### src/rtl/bit_scan_pkg.sv
// Shared types and helpers for the bit scan encoder: FSM state encoding and index-width derivation.
package bit_scan_pkg;

    typedef enum logic {
        ST_IDLE = 1'b0,
        ST_SCAN = 1'b1
    } state_e;

    // Index width for an n-bit vector; never below one bit so tiny vectors still have a y port.
    function automatic int clog2_safe(input int n);
        return (n <= 2) ? 1 : $clog2(n);
    endfunction

endpackage

### src/rtl/prio_index.sv
// Combinational priority encoder: vector -> index of the winning set bit plus an any flag.
// Priority is the lowest set bit by default, the highest when BIT_SCAN_MSB_FIRST_EN is defined.
module prio_index
    import bit_scan_pkg::*;
#(
    parameter int N = 8
) (
    input  logic [N-1:0]               v,
    output logic [clog2_safe(N)-1:0]   idx,
    output logic                       any
);

    localparam int W = clog2_safe(N);

    always_comb begin
        idx = '0;
        any = |v;
`ifdef BIT_SCAN_MSB_FIRST_EN
        // Ascending walk: the last hit, i.e. the highest set bit, wins.
        for (int i = 0; i < N; i++) begin
            if (v[i]) begin
                idx = W'(i);
            end
        end
`else
        // Descending walk: the last hit, i.e. the lowest set bit, wins.
        for (int i = N - 1; i >= 0; i--) begin
            if (v[i]) begin
                idx = W'(i);
            end
        end
`endif
    end

endmodule

### src/rtl/bit_scan_encoder.sv
// Sequential multi-hot to index encoder: accepts a vector, then emits one beat per set bit.
// Scan order is LSB first by default, MSB first when BIT_SCAN_MSB_FIRST_EN is defined.
module bit_scan_encoder
    import bit_scan_pkg::*;
#(
    parameter int N = 8
) (
    input  logic                       clk,
    input  logic                       rst,
    input  logic                       in_valid,
    output logic                       in_ready,
    input  logic [N-1:0]               d,
    output logic                       out_valid,
    input  logic                       out_ready,
    output logic [clog2_safe(N)-1:0]   y,
    output logic                       out_last,
    output logic                       out_zero
);

    localparam int W = clog2_safe(N);

    // Handshake: a transfer happens on a rising edge where valid and ready are both high;
    // the producer holds its payload stable until then, ready never depends on same-side valid.

    state_e         state_q, state_d;
    logic [N-1:0]   hv_q, hv_d;
    logic           zero_q, zero_d;

    logic [W-1:0]   cur_idx;
    logic           cur_any;
    logic           single_bit;
    logic           last_beat;

    prio_index #(.N(N)) u_prio_index (
        .v   (hv_q),
        .idx (cur_idx),
        .any (cur_any)
    );

    assign single_bit = cur_any && ((hv_q & (hv_q - N'(1))) == '0);
    assign last_beat  = zero_q || single_bit;

    assign in_ready  = (state_q == ST_IDLE) && !rst;
    assign out_valid = (state_q == ST_SCAN);
    assign y         = out_valid ? cur_idx : '0;
    assign out_last  = out_valid && last_beat;
    assign out_zero  = out_valid && zero_q;

    always_comb begin
        state_d = state_q;
        hv_d    = hv_q;
        zero_d  = zero_q;
        case (state_q)
            ST_IDLE: begin
                if (in_valid) begin
                    state_d = ST_SCAN;
                    hv_d    = d;
                    zero_d  = (d == '0);
                end
            end
            ST_SCAN: begin
                if (out_ready) begin
                    for (int i = 0; i < N; i++) begin
                        if (cur_idx == W'(i)) begin
                            hv_d[i] = 1'b0;
                        end
                    end
                    if (last_beat) begin
                        state_d = ST_IDLE;
                        zero_d  = 1'b0;
                    end
                end
            end
            default: begin
                state_d = ST_IDLE;
            end
        endcase
    end

    always_ff @(posedge clk) begin
        if (rst) begin
            state_q <= ST_IDLE;
            hv_q    <= '0;
            zero_q  <= 1'b0;
        end else begin
            state_q <= state_d;
            hv_q    <= hv_d;
            zero_q  <= zero_d;
        end
    end

endmodule
### config.mk
export PLATFORM = sky130hd
export DESIGN_NAME = bit_scan_encoder
export DESIGN_NICKNAME = d
export VERILOG_FILES = /design/src/rtl/bit_scan_pkg.sv /design/src/rtl/prio_index.sv /design/src/rtl/bit_scan_encoder.sv
export SDC_FILE = /design/constraint.sdc
export NUM_CORES = 1
export LEC_CHECK = 0
export CORE_MARGIN = 5
export CORE_UTILIZATION = 40
export DETAILED_ROUTE_END_ITERATION = 6
export PLACE_DENSITY = 0.76
export SLEW_MARGIN = 20
export SYNTH_ARGS = -nofsm -noshare
export SYNTH_HDL_FRONTEND = slang
export SYNTH_SLANG_ARGS = --single-unit
### constraint.sdc
create_clock -name clk -period 5.6 [get_ports clk]
set_input_delay 1.4 -clock clk [delete_from_list [all_inputs] [get_ports clk]]
set_output_delay 1.4 -clock clk [all_outputs]
set_load 0.01 [all_outputs]
After elaboration in Yosys (flattened, before gate mapping)
Cells that the tools add are included.
- add/subtract/negate cells: 1
- $mul: 0
- divide/modulo/power cells: 0
- order comparisons: 0
- eq/ne operators: 18
- shift operators: 0
- muxes and demuxes: 28
- bitwise gates (word level): 2
- reduce and logical (&&, ||, !) cells: 19
- operator list (kind ; number):
    3-bit two-way mux ; 9
    3-bit AND reduction ; 9
    2-bit by 1-bit inequality test with 1-bit output, second input constant ; 9
    8-bit logical NOT ; 2
    8-bit two-way mux ; 2
    8-bit case mux with 2 select lines ; 1
    1-bit two-way mux ; 14
    3-bit equality test, second input constant ; 4
    8-bit bitwise AND ; 1
    8-bit OR reduction ; 1
    8-bit by 1-bit subtractor with 8-bit output, second input constant ; 1
    3-bit by 2-bit equality test with 1-bit output, second input constant ; 2
    1-bit logical AND ; 4
    2-bit inequality test, second input constant ; 2
    1-bit case mux with 2 select lines ; 2
    3-bit by 1-bit equality test with 1-bit output, second input constant ; 1
    3-bit logical NOT ; 1
    1-bit logical NOT ; 1
    1-bit logical OR ; 1
    1-bit inverter ; 1
- bits in registers: 10
- latch bits: 0
- memory bits (writable): 0
- bits in read-only memories: 0
- output and inout bits: 7
- word-level logic and storage cells: 78
- memories: 0

Longest topological paths before layout
Gate-level depths: netlist of run 1.
- word-level depth: 12
- gate-level depth with buffers: 6
- mapped depth without buffers: 5

Hierarchy
From an unflattened synthesis of run 1, not the netlist that was laid out.
- cells, all modules: 85
- area, all modules: 665.6 µm²
- modules (own cells, without submodules) (module ; times used ; cells each ; area an instance (µm²) ; sequential area each (µm²)):
    bit_scan_encoder ; 1 ; 72 ; 584.3 ; 200.2
    prio_index ; 1 ; 13 ; 81.3 ; 0.0

Worst setup path before layout of run 1
Ideal clock, no wire load.
- kind: input to output
- start point: input port rst
- end point: output port in_ready
- arrival: 1741 ps
- required time: 4200 ps
- slack: 2459 ps
- stages on the path: 2
- buffers on the path: 1
- cells stage by stage: clkbuf_1 > nor2_1
- longest elaborated chain between the ends: 2
- RTL lines (what ; RTL line ; source):
    from (decl) ; bit_scan_encoder.sv:9 ; input logic rst,
    1-bit logical NOT ; bit_scan_encoder.sv:43 ; assign in_ready = (state_q == ST_IDLE) && !rst;
    1-bit logical AND ; bit_scan_encoder.sv:43 ;
    to (decl) ; bit_scan_encoder.sv:11 ; output logic in_ready,
No other way between the ends.

Worst setup path after layout of run 1
Ends and elaborated chain as after synthesis.

==> impl_metrics.py, run 1 <==
metrics = {
    "routing": {
        "drc": 0,
        "vias_per_cell": 5.878,
        "dr_total_vias": 723,
        "routed_wl_um": 1736,
        "drtPass1Iterations": 4,
        "drtAntennaViolNets": 0,
        "first_iter_violations": 26,
        "post_drt_wl_per_cell_um": 14.11,
    },
    "placement": {
        "portBuffers": 18,
        "hpwlAfterDp_um": 1343,
        "place_inst": 119,
        "gp_congestion": 0.8065,
    },
    "clocking": {
        "insertion_delay_ns": 0.27,
        "cts_max_path_buffers": 2,
        "numCtsBuffers": 3,
        "clkTransAtPathRegs_ns": 0.07,
        "postCtsSetupBuffers": 0,
        "ctsResizeCount": 0,
        "cts_root_buf": "clkbuf_4",
        "cts_tree": "built",
        "clkSinkCount": 10,
        "holdBufCountCts": 0,
        "cts_max_level": 1,
    },
    "final_layout": {
        "final_common_cell": "clkdlybuf4s50_1",
        "stdcell_count": 123,
        "area_delta_synth_final_pct": 33.98,
        "n_antenna_cell": 0,
        "drive_gt1_frac": 0.07477,
        "layout_common_cells": "clkdlybuf4s50_1, nand2_1, nor2_1",
        "final_net_count": 120,
    },
    "logic_synthesis": {
        "synth_cells": 89,
        "synth_fp_nets": 101,
        "synth_edf_count": 0,
        "ys_seq_area_frac": 0.3107,
        "netlist_top_cells_area": "dfxtp_1, nand2_1, nor2_1, a21oi_1, o21ai_0",
        "syn-mean-instance-area_um2": 7.240,
        "yosysTopAreaCell": "dfxtp_1",
        "yosys.area.top_type_share": 0.3107,
        "synth_ff_type": "dfxtp_1",
        "synthArstFlopShare": 0,
        "yosysUniqueCellTypes": 31,
        "syn_area_um2": 644.4,
        "ys_ff_latch": 10,
        "yosys_warnings": 0,
    },
    "worst_hold_path": {
        "hold_class": "reg -> reg",
    },
    "critical_path": {
        "end_kind": "primary output",
        "startpoint_type": "input pin",
        "worstPathRequired_ns": 4.20,
        "crit_fanout": 9,
        "critical_path_class": "in -> out",
        "cp.arrival_ns": 2.64,
    },
    "timing": {
        "max_freq_mhz": 247.4,
        "rsz0062_at_grt": "false",
        "fin_tns_setup_ns": 0,
        "hold_slack_ns": 0.4965,
        "finalCritPeriodShare": 0.7219,
        "min_period_ns": 4.043,
        "report.final.setup_viol": 0,
        "fin_skew_ns": 0.0008761,
        "slew_viol_final": 0,
        "finalHoldViolations": 0,
        "worstMarginPinSlew_ns": 0.5091,
        "maxSlewHeadroom": 0.6594,
    },
    "global_route": {
        "antenna_found_initial": 0,
        "grt_pass1_wl_um": 3029,
        "track_usage": 0.1479,
        "grt_max_degree": 12,
        "first_global_vias": 673,
        "grt_overflow": 0,
    },
    "floorplan": {
        "start_util": 0.4228,
        "die-area_um2": 2514,
        "rows": 14,
        "pin_count": 19,
        "chipWidth_um": 50.14,
        "core_area_um2": 1524,
        "die_y_um": 50.14,
    },
    "power": {
        "leakagePower_uw": 0.0003183,
        "power.density_nw_per_um2": 330.0,
        "peakVddDrop_uv": 161.1,
    },
    "flow_run": {
        "maxCapViolCount": 0,
    },
    "status": {
        "outcome": "finished, final reports clean",
    },
}
-- state kept, by name, indices dropped and copies added (netlist names) --
name       flops
hv_q           8
zero_q         1
out_valid      1
-- final cells by class --
class / count / area, um2
Clock buffer: 4 / 36.28
Timing Repair Buffer: 18 / 180.2
Sequential cell: 10 / 200.2
Fill cell: 144 / 660.6
Inverter: 3 / 11.26
Tap cell: 16 / 20.02
Multi-Input combinational cell: 72 / 415.4
-- worst paths after layout --
path,from,to,slack (ns),cells past startpoint
setup / recovery,rst,in_ready,1.56,3
hold / removal,zero_q,zero_q,0.50,2
setup reg to reg,hv_q[2],hv_q[6],3.74,5
hold reg to reg,zero_q,zero_q,0.50,2
-- cell usage after synthesis, types with 2 or more instances --
library cell	number
nand3_1	4
a32oi_1	2
a22oi_1	2
a21oi_1	8
nor3_1	2
o21ai_0	6
buf_2	2
o21a_1	2
and2_1	2
clkbuf_1	2
dfxtp_1	10
inv_1	3
o211ai_1	2
nor4_1	3
nand2_1	13
nor2_1	11
-- critical path: stages --
cell and delay (ns):
clkdlybuf4s50_1 0.55, nor2_1 0.14, clkdlybuf4s50_1 0.55
-- cells by family after synthesis --
family          after synthesis  synth area share
simple gates                 40            0.3029
compound gates               31            0.3243
flops                        10            0.3107
buf+inv                       7           0.04466
mux                           1           0.01747
-- metal layers --
| metal | wire length [um] | track usage | up-vias |
|---|---|---|---|
| li1 | - | - | 367 |
| met4 | 24 | 0.03930 | 0 |
| met3 | 102 | 0.03254 | 4 |
| met1 | 811 | 0.2154 | 326 |
| met2 | 797 | 0.2176 | 26 |
| met5 | 0 | 0 | - |
-- power by group --
group          switching (uW)  total, uW  internal [uW]
Sequential               20.0        101           81.0
Combinational            59.6        118           58.4
Clock                    26.4       65.9           39.5
Total                     106        285            179
-- stage by stage --
step | power, uW | setup WS [ns] | utilization | instance area, um2
after floorplan | 174.3 | 2.459 | - | 644.4
after global placement | 216.7 | 1.587 | 0.5427 | 827.0
after detailed placement | 218.6 | 1.567 | 0.5427 | 827.0
after CTS | 284.2 | 1.559 | 0.5665 | 863.3
after global routing | 306.5 | 1.495 | 0.5665 | 863.3
final | 284.9 | 1.557 | 0.5665 | 863.3
Power figures use the tool's default switching activity.
==> inputs of run 2 (changes only) <==
- PLACE_DENSITY: 0.76 -> 0.79
- clock period: 5.6 -> 3.7 ns (I/O delays scaled with it)
==> impl_metrics.py, run 2 (synthesis gave the netlist of run 1 again) <==
metrics = {
    "critical_path": {
        "worst-path-buf-inv": 1,
        "end_kind": "primary output",
        "crit_fanout": 11,
        "startpoint_type": "flip-flop",
        "critPathTopFamily": "simple AND/OR/NAND/NOR gates",
        "worstPathRequired_ns": 2.77,
        "cp_slowest_cell": "or4_4",
        "critical_path_class": "reg -> out",
        "crit_chain": "or4_4, a211oi_2, a21oi_1, nor4_2, or2_1, clkdlybuf4s50_1",
        "cp.arrival_ns": 2.47,
        "max_stage_delay_ns": 0.57,
    },
    "placement": {
        "gp_congestion": 0.8088,
        "place_ws_ns": 0.5939,
        "portBuffers": 18,
        "hpwlAfterDp_um": 1365,
    },
    "routing": {
        "wl_met1_um": 744,
        "highest_layer": "met4",
        "drtAntennaViolNets": 0,
        "first_iter_violations": 14,
        "vias_per_cell": 5.820,
        "post_drt_wl_per_cell_um": 14.41,
        "wl_met2_um": 843,
        "drc": 0,
        "drtPass1Iterations": 4,
        "dr_total_vias": 710,
        "routed_wl_um": 1758,
        "wl_met3_um": 143,
    },
    "clocking": {
        "ctsResizeCount": 0,
        "cts_max_level": 1,
        "clkTransAtPathRegs_ns": 0.07,
        "cts_root_buf": "clkbuf_4",
        "postCtsSetupBuffers": 0,
        "numCtsBuffers": 3,
        "clkSinkCount": 10,
        "insertion_delay_ns": 0.26,
        "holdBufCountCts": 0,
        "cts_tree": "built",
        "cts_max_path_buffers": 2,
    },
    "final_layout": {
        "drive_gt1_frac": 0.06604,
        "regMostFlops": "hv_q",
        "area_delta_synth_final_pct": 31.84,
        "layout_common_cells": "clkdlybuf4s50_1, nand2_1, nor2_1",
        "final_common_cell": "clkdlybuf4s50_1",
        "final_net_count": 120,
        "n_antenna_cell": 0,
        "largest_reg_flops": 8,
    },
    "timing": {
        "min_period_ns": 3.396,
        "hold_slack_ns": 0.4835,
        "rsz0062_at_grt": "false",
        "fin_ws_ns": 0.3038,
        "fin_skew_ns": 0.002206,
        "max_freq_mhz": 294.4,
        "maxSlewHeadroom": 0.6907,
        "finalCritPeriodShare": 0.9179,
        "slew_viol_final": 0,
        "report.final.setup_viol": 0,
        "worstMarginPinSlew_ns": 0.4623,
        "finalHoldViolations": 0,
        "fin_tns_setup_ns": 0,
    },
    "power": {
        "peakVddDrop_uv": 235.4,
        "power.density_nw_per_um2": 476.8,
        "leakagePower_uw": 0.0003111,
    },
    "floorplan": {
        "die-area_um2": 2514,
        "rows": 14,
        "start_util": 0.4228,
        "die_y_um": 50.14,
        "pin_count": 19,
        "chipWidth_um": 50.14,
        "core_area_um2": 1524,
    },
    "worst_hold_path": {
        "hold_class": "reg -> reg",
    },
    "global_route": {
        "grt_overflow": 0,
        "grt_pass1_wl_um": 2932,
        "antenna_found_initial": 0,
        "first_global_vias": 677,
        "track_usage": 0.1416,
        "grt_max_degree": 12,
    },
    "status": {
        "outcome": "finished, final reports clean",
    },
    "flow_run": {
        "maxCapViolCount": 0,
    },
}
## run 2: changes by cell type in the layout (fill, tap and decap cells not counted)
cell,delta
clkbuf_8,-1
## run 2: metal layers
metal,up-vias,track usage
met2,31,0.2615
met3,4,0.02663
li1,364,-
met5,-,0
met4,0,0.02620
met1,311,0.1682
## run 2: path summary, 6_finish.rpt
kind | cells after the start | to | slack [ns] | from
worst max register to register | 5 | out_valid | 1.93 | hv_q[2]
worst min-delay path | 2 | zero_q | 0.48 | zero_q
worst min register to register | 2 | zero_q | 0.48 | zero_q
worst max-delay path | 6 | out_last | 0.30 | hv_q[2]
## run 2: per-stage QoR
stage	util	instance area (um2)	total power, uW	std cells
4_1_cts	0.5575	849.6	404.1	122
5_1_grt	0.5575	849.6	436.0	122
3_5_place_dp	0.5427	827.0	330.0	119
6_report	0.5575	849.6	405.1	122
3_3_place_gp	0.5427	827.0	326.4	119
2_1_floorplan	-	644.4	263.8	89
## run 2: worst register-to-register path: cells and delay by family, from the launching register on
family,cells,cell delay [ns]
flip-flops,1,0.41
AO/OA/AOI/OAI,3,0.36
AND/OR/NAND/NOR,2,0.88
## run 2: cell type report
type	count	area, um2
clock buffers	3	22.52
repair buffers	18	180.2
multi-input cells	72	415.4
fillers	159	674.4
inverters	3	11.26
flip-flops and latches	10	200.2
well taps	16	20.02
## run 2: power breakdown
| part | internal [uW] | leakage, uW | switching, uW |
|---|---|---|---|
| logic | 88.4 | 0.000215 | 89.2 |
| registers | 123 | 0.0000822 | 29.6 |
| clock network | 37.5 | 0.0000138 | 37.7 |
| total | 249 | 0.000311 | 157 |
==> inputs of run 3 (changes only) <==
- SKIP_CTS_REPAIR_TIMING: unset -> 1
- SKIP_LAST_GASP: unset -> 1
==> results of run 3 <==
No change in the layout: final DEF, timing and power equal those of run 2.
